==> src/rtl/data_memory_pkg.sv <==
// Shared encodings and small decode helpers for the sized data memory.
package data_memory_pkg;

  typedef enum logic [1:0] {
    SIZE_BYTE = 2'b00,
    SIZE_HALF = 2'b01,
    SIZE_WORD = 2'b10,
    SIZE_RSVD = 2'b11
  } size_e;

  typedef enum logic {
    ST_INIT = 1'b0,
    ST_RUN  = 1'b1
  } state_e;

  localparam int INIT_ZERO  = 0;
  localparam int INIT_INDEX = 1;

  // The reserved size code is always reported as misaligned.
  function automatic logic is_misaligned(input size_e size, input logic [1:0] addr_lo);
    case (size)
      SIZE_BYTE: return 1'b0;
      SIZE_HALF: return addr_lo[0];
      SIZE_WORD: return |addr_lo;
      default:   return 1'b1;
    endcase
  endfunction

  function automatic logic [3:0] lane_mask(input size_e size, input logic [1:0] addr_lo);
    case (size)
      SIZE_BYTE: return 4'b0001 << addr_lo;
      SIZE_HALF: return addr_lo[1] ? 4'b1100 : 4'b0011;
      SIZE_WORD: return 4'b1111;
      default:   return 4'b0000;
    endcase
  endfunction

  function automatic logic [31:0] replicate(input size_e size, input logic [31:0] data);
    case (size)
      SIZE_BYTE: return {4{data[7:0]}};
      SIZE_HALF: return {2{data[15:0]}};
      default:   return data;
    endcase
  endfunction

endpackage

==> src/rtl/data_memory_sized_load_extend.sv <==
// Selects the addressed byte/half of a read word and sign- or zero-extends it.
module mem_load_extend
  import data_memory_pkg::*;
(
  input  logic [31:0] word_in,
  input  logic [1:0]  addr_lo,
  input  size_e       size,
  input  logic        is_unsigned,
  output logic [31:0] data_out
);

  logic [7:0]  byte_sel;
  logic [15:0] half_sel;
  logic        byte_sign;
  logic        half_sign;

  always_comb begin
    byte_sel = word_in[7:0];
    case (addr_lo)
      2'd0:    byte_sel = word_in[7:0];
      2'd1:    byte_sel = word_in[15:8];
      2'd2:    byte_sel = word_in[23:16];
      default: byte_sel = word_in[31:24];
    endcase
    half_sel  = addr_lo[1] ? word_in[31:16] : word_in[15:0];
    byte_sign = ~is_unsigned & byte_sel[7];
    half_sign = ~is_unsigned & half_sel[15];

    data_out = '0;
    case (size)
      SIZE_BYTE: data_out = {{24{byte_sign}}, byte_sel};
      SIZE_HALF: data_out = {{16{half_sign}}, half_sel};
      SIZE_WORD: data_out = word_in;
      default:   data_out = '0;
    endcase
  end

endmodule

==> src/rtl/data_memory_sized.sv <==
// M-stage data memory: init sequencer, byte-lane stores, registered loads
// with extension, and a one-cycle response carrying alignment/range errors.
module data_memory_sized
  import data_memory_pkg::*;
#(
  parameter int DEPTH     = 64,
  parameter int INIT_MODE = 1
) (
  input  logic        clk,
  input  logic        reset,
  input  logic        req_valid,
  input  logic        req_write,
  input  logic [1:0]  req_size,
  input  logic        req_unsigned,
  input  logic [31:0] address,
  input  logic [31:0] write_data,
  output logic        ready,
  output logic        rsp_valid,
  output logic [31:0] read_data,
  output logic        misaligned,
  output logic        out_of_range
);

  localparam int AW = $clog2(DEPTH);
  localparam logic [AW-1:0] LAST_WORD = AW'(DEPTH - 1);

  state_e          state_q, state_d;
  logic [AW-1:0]   init_cnt_q, init_cnt_d;
  logic [31:0]     mem_q [DEPTH];
  logic [31:0]     rd_word_q, rd_word_d;

  logic            rsp_valid_q, rsp_valid_d;
  logic            mis_q, mis_d;
  logic            oor_q, oor_d;
  logic            load_ok_q, load_ok_d;
  logic [1:0]      addr_lo_q, addr_lo_d;
  size_e           size_q, size_d;
  logic            uns_q, uns_d;

  size_e           req_size_e;
  logic            accept;
  logic            align_err;
  logic            range_err;
  logic            req_err;
  logic            rd_en;
  logic [AW-1:0]   req_idx;
  logic [31:0]     init_pattern;

  logic [3:0]      wr_be;
  logic [AW-1:0]   wr_idx;
  logic [31:0]     wr_data;
  logic [31:0]     ext_data;

  assign ready      = (state_q == ST_RUN);
  assign req_size_e = size_e'(req_size);

  always_comb begin
    state_d    = state_q;
    init_cnt_d = init_cnt_q;
    if (state_q == ST_INIT) begin
      init_cnt_d = init_cnt_q + 1'b1;
      if (init_cnt_q == LAST_WORD) begin
        state_d = ST_RUN;
      end
    end
  end

  always_ff @(posedge clk or negedge reset) begin
    if (!reset) begin
      state_q    <= ST_INIT;
      init_cnt_q <= '0;
    end else begin
      state_q    <= state_d;
      init_cnt_q <= init_cnt_d;
    end
  end

  // Any index bit above the array width makes the request out of range.
  always_comb begin
    accept    = req_valid && ready;
    req_idx   = address[AW+1:2];
    range_err = |address[31:AW+2];
    align_err = is_misaligned(req_size_e, address[1:0]);
    req_err   = range_err || align_err;
    rd_en     = accept && !req_write && !req_err;
  end

  assign init_pattern = (INIT_MODE == INIT_INDEX) ? 32'(init_cnt_q) : 32'd0;

  always_comb begin
    wr_be   = '0;
    wr_idx  = init_cnt_q;
    wr_data = init_pattern;
    if (state_q == ST_INIT) begin
      wr_be = 4'b1111;
    end else if (accept && req_write && !req_err) begin
      wr_be   = lane_mask(req_size_e, address[1:0]);
      wr_idx  = req_idx;
      wr_data = replicate(req_size_e, write_data);
    end
  end

  assign rd_word_d = rd_en ? mem_q[req_idx] : rd_word_q;

  // Array is not reset; the init sequencer overwrites every word after reset.
  always_ff @(posedge clk) begin
    for (int lane = 0; lane < 4; lane++) begin
      if (wr_be[lane]) begin
        mem_q[wr_idx][8*lane +: 8] <= wr_data[8*lane +: 8];
      end
    end
    rd_word_q <= rd_word_d;
  end

  always_comb begin
    rsp_valid_d = accept;
    mis_d       = accept && align_err;
    oor_d       = accept && range_err;
    load_ok_d   = rd_en;
    addr_lo_d   = accept ? address[1:0] : addr_lo_q;
    size_d      = accept ? req_size_e : size_q;
    uns_d       = accept ? req_unsigned : uns_q;
  end

  always_ff @(posedge clk or negedge reset) begin
    if (!reset) begin
      rsp_valid_q <= 1'b0;
      mis_q       <= 1'b0;
      oor_q       <= 1'b0;
      load_ok_q   <= 1'b0;
      addr_lo_q   <= '0;
      size_q      <= SIZE_BYTE;
      uns_q       <= 1'b0;
    end else begin
      rsp_valid_q <= rsp_valid_d;
      mis_q       <= mis_d;
      oor_q       <= oor_d;
      load_ok_q   <= load_ok_d;
      addr_lo_q   <= addr_lo_d;
      size_q      <= size_d;
      uns_q       <= uns_d;
    end
  end

  mem_load_extend u_load_extend (
    .word_in     (rd_word_q),
    .addr_lo     (addr_lo_q),
    .size        (size_q),
    .is_unsigned (uns_q),
    .data_out    (ext_data)
  );

  assign rsp_valid    = rsp_valid_q;
  assign misaligned   = mis_q;
  assign out_of_range = oor_q;
  assign read_data    = load_ok_q ? ext_data : 32'd0;

endmodule
==> config.mk <==
export PLATFORM = sky130hd
export DESIGN_NAME = data_memory_sized
export DESIGN_NICKNAME = d
export VERILOG_FILES = /design/src/rtl/data_memory_pkg.sv /design/src/rtl/data_memory_sized_load_extend.sv /design/src/rtl/data_memory_sized.sv
export SDC_FILE = /design/constraint.sdc
export NUM_CORES = 2
export LEC_CHECK = 0
export BUFFER_PORTS_ARGS = -buffer_cell sky130_fd_sc_hd__buf_2
export CORE_ASPECT_RATIO = 0.9
export CORE_MARGIN = 2
export CORE_UTILIZATION = 34
export CTS_CLUSTER_DIAMETER = 30
export DETAILED_ROUTE_END_ITERATION = 8
export GPL_ROUTABILITY_DRIVEN = 0
export SYNTH_ARGS = -nofsm -noshare
export SYNTH_HDL_FRONTEND = slang
export SYNTH_SLANG_ARGS = --single-unit
export TNS_END_PERCENT = 20
==> constraint.sdc <==
create_clock -name clk -period 4.6 [get_ports clk]
set_input_delay 0.23 -clock clk [delete_from_list [all_inputs] [get_ports clk]]
set_output_delay 0.23 -clock clk [all_outputs]
set_load 0.02 [all_outputs]
== After elaboration in Yosys (flattened, before gate mapping) ==
Memory sizes are Yosys's and may differ from the RTL's. A register that Yosys moved wholly into a read port is not among the register bits.
Index checks and enable logic that the tools add are counted.
Widths: inputs -> output; s select.

* Equality and inequality tests: 7
* Bitwise logic cells: 3
* Add/sub/neg operators: 1
* Reduce and logical (&&, ||, !) cells: 15
* Multiplexer cells: 24
* Shifts and indexed selects: 1

{| class="wikitable"
|+ Operators by type and width
! kind !! number
|-
| $mux 32 || 3
|-
| $pmux 32 s3 || 1
|-
| $pmux 32 s2 || 1
|-
| $pmux 8 s3 || 1
|-
| $reduce_or 24->1 || 1
|-
| $mux 16 || 1
|-
| $mux 4 || 3
|-
| $mux 6 || 2
|-
| $pmux 4 s3 || 1
|-
| $mux 1 || 10
|-
| $logic_and 1x1->1 || 7
|-
| $add 6x1->6 const B || 1
|-
| $eq 2x1->1 const B || 3
|-
| $eq 2x2->1 const B || 3
|-
| $eq 6x6->1 const B || 1
|-
| $logic_not 2->1 || 3
|-
| $shl 1x2->4 const A || 1
|-
| $pmux 1 s3 || 1
|-
| $and 1x1->1 || 2
|-
| $logic_not 1->1 || 2
|-
| $reduce_or 2->1 || 1
|-
| $logic_or 1x1->1 || 1
|-
| $not 1->1 || 1
|}

* Flip-flop bits (word level): 16
* Word-level logic and storage cells: 61
* Memories kept: 1
* Memory bits (writable): 2048

{| class="wikitable"
|+ Memory list
! name !! depth !! bits a word !! rd ports !! clocked after Yosys merged registers in !! wr ports !! RTL line !! text
|-
| mem_q || 64 || 32 || 1 || 1 || 1 || data_memory_sized.sv:29 || <nowiki>logic [31:0] mem_q [DEPTH];</nowiki>
|}

== Logic depth before layout (Yosys ltp) ==
* Depth after elaboration: 9
* Depth in mapped cells: 10
* Gate-level depth less buffers: 6

== Modules after synthesis ==
From an unflattened synthesis, not the netlist that was laid out.

* Cell total of the unflattened synthesis: 4242
* Area total of the unflattened synthesis: 84751.3 um^2

{| class="wikitable"
|+ By module, submodules not included
! module !! times used !! sequential area each (um^2) !! area an instance (um^2) !! cells each
|-
| data_memory_sized || 1 || 62860.3 || 84030.6 || 4148
|-
| mem_load_extend || 1 || 0.0 || 720.7 || 94
|}

== Worst setup path after synthesis ==
No wires, ideal clock.

* Path kind: input-to-reg
* Start: input port address[20]
* End: register rd_word_q[0] (read register of mem_q) (enable)
* Stages: 4
* Arrival time: 4.377 ns
* Required time: 4.084 ns
* Path buffers: 1
* Setup slack: -0.293 ns
* Cells stage by stage: nor4_1 > nand4_1 > buf_6 > nor4b_1

* Cells in the longest elaborated chain, start to end: 4

{| class="wikitable"
|+ RTL lines
! what !! RTL line !! text
|-
| from (decl) || data_memory_sized.sv:15 || <nowiki>input logic [31:0] address,</nowiki>
|-
| $reduce_or 24->1 || data_memory_sized.sv:82 || <nowiki>range_err = |address[31:AW+2];</nowiki>
|-
| $logic_or 1x1->1 || data_memory_sized.sv:84 || <nowiki>req_err = range_err || align_err;</nowiki>
|-
| $logic_not 1->1 || data_memory_sized.sv:85 || <nowiki>rd_en = accept && !req_write && !req_err;</nowiki>
|-
| $logic_and 1x1->1 || data_memory_sized.sv:85 ||
|-
| named net load_ok_d || data_memory_sized.sv:35 || <nowiki>logic load_ok_q, load_ok_d;</nowiki>
|-
| to (decl) || data_memory_sized.sv:30 || <nowiki>logic [31:0] rd_word_q, rd_word_d;</nowiki>
|}

The timed path passes the listed nets, and every way through them passes these cells.
A chain may end at the register's enable or synchronous reset.

== Worst setup path in the final report ==
* Start: input port address[19]
* End: memory mem_q[17][6] (enable)

* Cells in the longest elaborated chain, start to end: 8

{| class="wikitable"
|+ RTL lines
! what !! RTL line !! text
|-
| $reduce_or 24->1 (*) || data_memory_sized.sv:82 ||
|-
| $logic_or 1x1->1 (*) || data_memory_sized.sv:84 ||
|-
| $logic_not 1->1 (*) || data_memory_sized.sv:96 || <nowiki>end else if (accept && req_write && !req_err) begin</nowiki>
|-
| $logic_and 1x1->1 (*) || data_memory_sized.sv:96 ||
|-
| $mux 4 || data_memory_sized.sv:96 ||
|-
| $mux 4 || data_memory_sized.sv:94 || <nowiki>if (state_q == ST_INIT) begin</nowiki>
|-
| $mux 1 || data_memory_sized.sv:108 || <nowiki>if (wr_be[lane]) begin</nowiki>
|-
| $mux 1 (not written as such) || data_memory_sized.sv:109 || <nowiki>mem_q[wr_idx][8*lane +: 8] <= wr_data[8*lane +: 8];</nowiki>
|-
| to (decl) || data_memory_sized.sv:29 ||
|}

Every way passes the cells marked *; elsewhere a longest branch is shown, timed or not.

==> results.sh <==
export IMPL_synthXorXnorAreaFrac_pct=0.0519
export IMPL_path_clk_slew_ns=0.06
export IMPL_fin_cells=8466
export IMPL_r2r_slack_ns=0.90
export IMPL_status="finished clean"
export IMPL_worstPathArrival_ns=4.33
export IMPL_worstSetupEndpointType="flop"
export IMPL_critPathMaxStageDelay_ns=1.04
export IMPL_leakagePower_nw=31.0
export IMPL_cts_setup_buffers=0
export IMPL_r2r_cells=8
export IMPL_synth_commonest_cells="2,080 x edfxtp_1, 588 x mux2i_1, 353 x mux4_2"
export IMPL_overflow=0
export IMPL_synth_top_family_by_area="multiplexers"
export IMPL_path_cells="dlygate4sd3_1 > buf_2 > nor4_1 > dlygate4sd3_1 > and2_1 > nand4_1 > buf_4 > mux2i_4 > buf_4 > nor3_1"
export IMPL_synth_async_reset_ratio_pct=0.763
export IMPL_drc=0
export IMPL_syn_instance_count=4339
export IMPL_cts_hold_buf=21
export IMPL_min_to="mem_q[54][1]$_DFFE_PP_"
export IMPL_maxCapViolations=0
export IMPL_routed_wl_um=230000
export IMPL_yosys_top_cells_area="edfxtp_1 74%, mux4_2 9.4%, mux2i_1 7.0%, a22oi_1 2.0%, nor3_1 1.5%"
export IMPL_fin_skew_ns=0.0825
export IMPL_worst_path_max_delay_cell="nor3_1"
export IMPL_post_synth_top_count_cell="edfxtp_1"
export IMPL_drtAntennaViolNets=0
export IMPL_synth_warnings=0
export IMPL_ctsLongestPathBuffers=4
export IMPL_num_rows=173
export IMPL_synth_flop_cell="edfxtp_1"
export IMPL_layout_drive_gt1_share_pct=29.2
export IMPL_grt_pass1_wl_um=331000
export IMPL_firstDrtPassIters=5
export IMPL_cts_tree="built"
export IMPL_cp_required_ns=5.09
export IMPL_synthAdderAreaFrac_pct=0.0148
export IMPL_whs_ns=0.103
export IMPL_dp_hpwl_um=142000
export IMPL_holdPathStages=4
export IMPL_die_h_um=477
export IMPL_clk_insertion_delay_late_ns=0.95
export IMPL_synth_yosys_seq_area_share_pct=74.4
export IMPL_cts_buffers=367
export IMPL_path_delay_family="buffers and inverters"
export IMPL_grt_pass1_vias=45288
export IMPL_root_buffer="clkbuf_16"
export IMPL_synth_area_um2=84400
export IMPL_crit_buf_inv=5
export IMPL_die_w_um=529
export IMPL_hold_viol=0
export IMPL_cts_sinks=2096
export IMPL_cts_htree_levels=5
export IMPL_grt_antenna_before_repair=5
export IMPL_drtIter0Drc=4581
export IMPL_synth_compound_area_share_pct=3.23
export IMPL_synth_simple_area_share_pct=3.31
export IMPL_cp_max_fo=29
export IMPL_hp_class="input pin to flop"
export IMPL_setup_viol=0
export IMPL_start_util_pct=34.2
export IMPL_fill_cells=21374
export IMPL_ctsResizeCount=0
export IMPL_syn_num_nets=4411
export IMPL_path_class="input pin to flop"
export IMPL_syn_avg_cell_area_um2=19.5
export IMPL_area_growth_pct=22.5
export IMPL_dp_cells=7781
export IMPL_rsz0062_at_grt="no"
export IMPL_reg2reg_from="ready$_DFF_PN0_"
export IMPL_maxSlewViolCount=0
export IMPL_dieArea_um2=252000
export IMPL_yosysTopAreaCellShare_pct=74.0
export IMPL_finalNetCount=4919
export IMPL_grt_max_degree=110
export IMPL_grt_usage_pct=18.0
export IMPL_relSlewSlack_pct=11.1
export IMPL_via_per_inst=5.29
export IMPL_vias=44753
export IMPL_wl_per_cell_um=27.2
export IMPL_synth_top_area_cell="edfxtp_1"
export IMPL_ys_ff_latch=2096
export IMPL_crit_path_start_kind="input pin"
export IMPL_port_buffers=106
export IMPL_synth_edf_count=2080
export IMPL_r2r_end="mem_q[17][6]$_DFFE_PP_"
export IMPL_io_pins=107
export IMPL_powerDensity_nw_per_um2=476
export IMPL_worst_pin_slew_ns=1.32
export IMPL_min_period_over_period_pct=83.6
export IMPL_yosysUniqueCellTypes=60
export IMPL_period_minus_slack_ns=3.85
export IMPL_vdd_drop_max_v=0.000289
export IMPL_core_area_um2=247000
export IMPL_min_from="write_data[1]"
export IMPL_fin_tns_setup_ns=0
export IMPL_fmax_ghz=0.260
export IMPL_synthMuxAreaShare_pct=16.8
-- cell usage in the layout, fill, tap and decap left out, drive strengths merged, types with 10 or more instances in the layout --
master and n:
clkinvlp 41, inv 74, a211oi 10, edfxtp 2080, o22ai 11, nand3 19, nor3 267, clkinv 111
mux4 353, clkbuf 390, a22oi 223, mux2 19, o211ai 10, nand2 188, o21ai 24, buf 418
nor2 73, dlygate4sd3 21, mux2i 599, bufinv 50, a21oi 58, nor2b 12, dfrtp 16
-- how the worst max path moves through the flow --
stage	start	end	slack (ns)	cells after the start
3_5_place_dp	address[29]	mem_q[19][17]$_DFFE_PP_	0.41	8
6_report	address[19]	mem_q[17][6]$_DFFE_PP_	0.75	10
2_1_floorplan	ready$_DFF_PN0_	mem_q[0][14]$_DFFE_PP_	0.62	9
4_1_cts	addr_lo_q[1]$_DFFE_PN0N_	read_data[19]	0.77	6
5_1_grt	addr_lo_q[1]$_DFFE_PN0N_	read_data[19]	0.60	6
3_3_place_gp	address[25]	mem_q[4][2]$_DFFE_PP_	0.38	8
-- cell families after synthesis --
| family | Yosys count |
|---|---|
| fa+ha+maj | 1 |
| buf+inv | 308 |
| flops | 2096 |
| simple gates | 587 |
| mux | 971 |
| xor+xnor | 5 |
| compound gates | 371 |
-- routing by layer --
layer | up-vias | routed length [µm] | track usage, %
li1 | 19000 | - | -
met1 | 23415 | 95200 | 24.4
met2 | 1964 | 112000 | 29.2
met3 | 372 | 16500 | 3.42
met4 | 2 | 6350 | 5.60
met5 | - | 13 | 0
-- report_power, final --
group | switching [mW] | internal, mW | total, mW
Clock | 9.59 | 17.8 | 27.4
Combinational | 0.672 | 0.390 | 1.06
Sequential | 0 | 20.7 | 20.7
-- tightest hold or removal path, cell delays in order --
cell     delay [ns]
buf_2          0.16
nand2_1        0.13
nand2_2        0.09
buf_12         0.17
-- metrics by stage --
step / power, mW / instance area [µm²] / worst slack, ns / util [%]
floorplan: 21.8 / 84500 / 0.622 / -
global placement: 22.1 / 90600 / 0.381 / 36.7
detailed placement: 22.1 / 90600 / 0.410 / 36.7
CTS: 49.5 / 103000 / 0.766 / 41.9
global route: 50.5 / 103000 / 0.602 / 41.9
finish: 49.2 / 103000 / 0.755 / 41.9
-- registers in the layout, indices dropped and copies added (netlist names) --
register and flops:
addr_lo_q 2, init_cnt_q 6, load_ok_q 1, mem_q 2048
misaligned 1, out_of_range 1, rd_word_q 32, ready 1
rsp_valid 1, size_q 2, uns_q 1
-- area by class of cell --
| class | instances | area, µm² | area share [%] |
|---|---|---|---|
| multi-input combinational | 1935 | 20200 | 19.5 |
| tap | 3325 | 4160 | 4.02 |
| clock buffer | 390 | 9420 | 9.11 |
| antenna | 5 | 12.5 | 0.0121 |
| timing repair buffer | 439 | 3580 | 3.47 |
| inverter | 8 | 37.5 | 0.0363 |
| clock inverter | 268 | 3160 | 3.06 |
| sequential | 2096 | 62900 | 60.8 |
No activity file was read; power rests on OpenSTA's default activity.
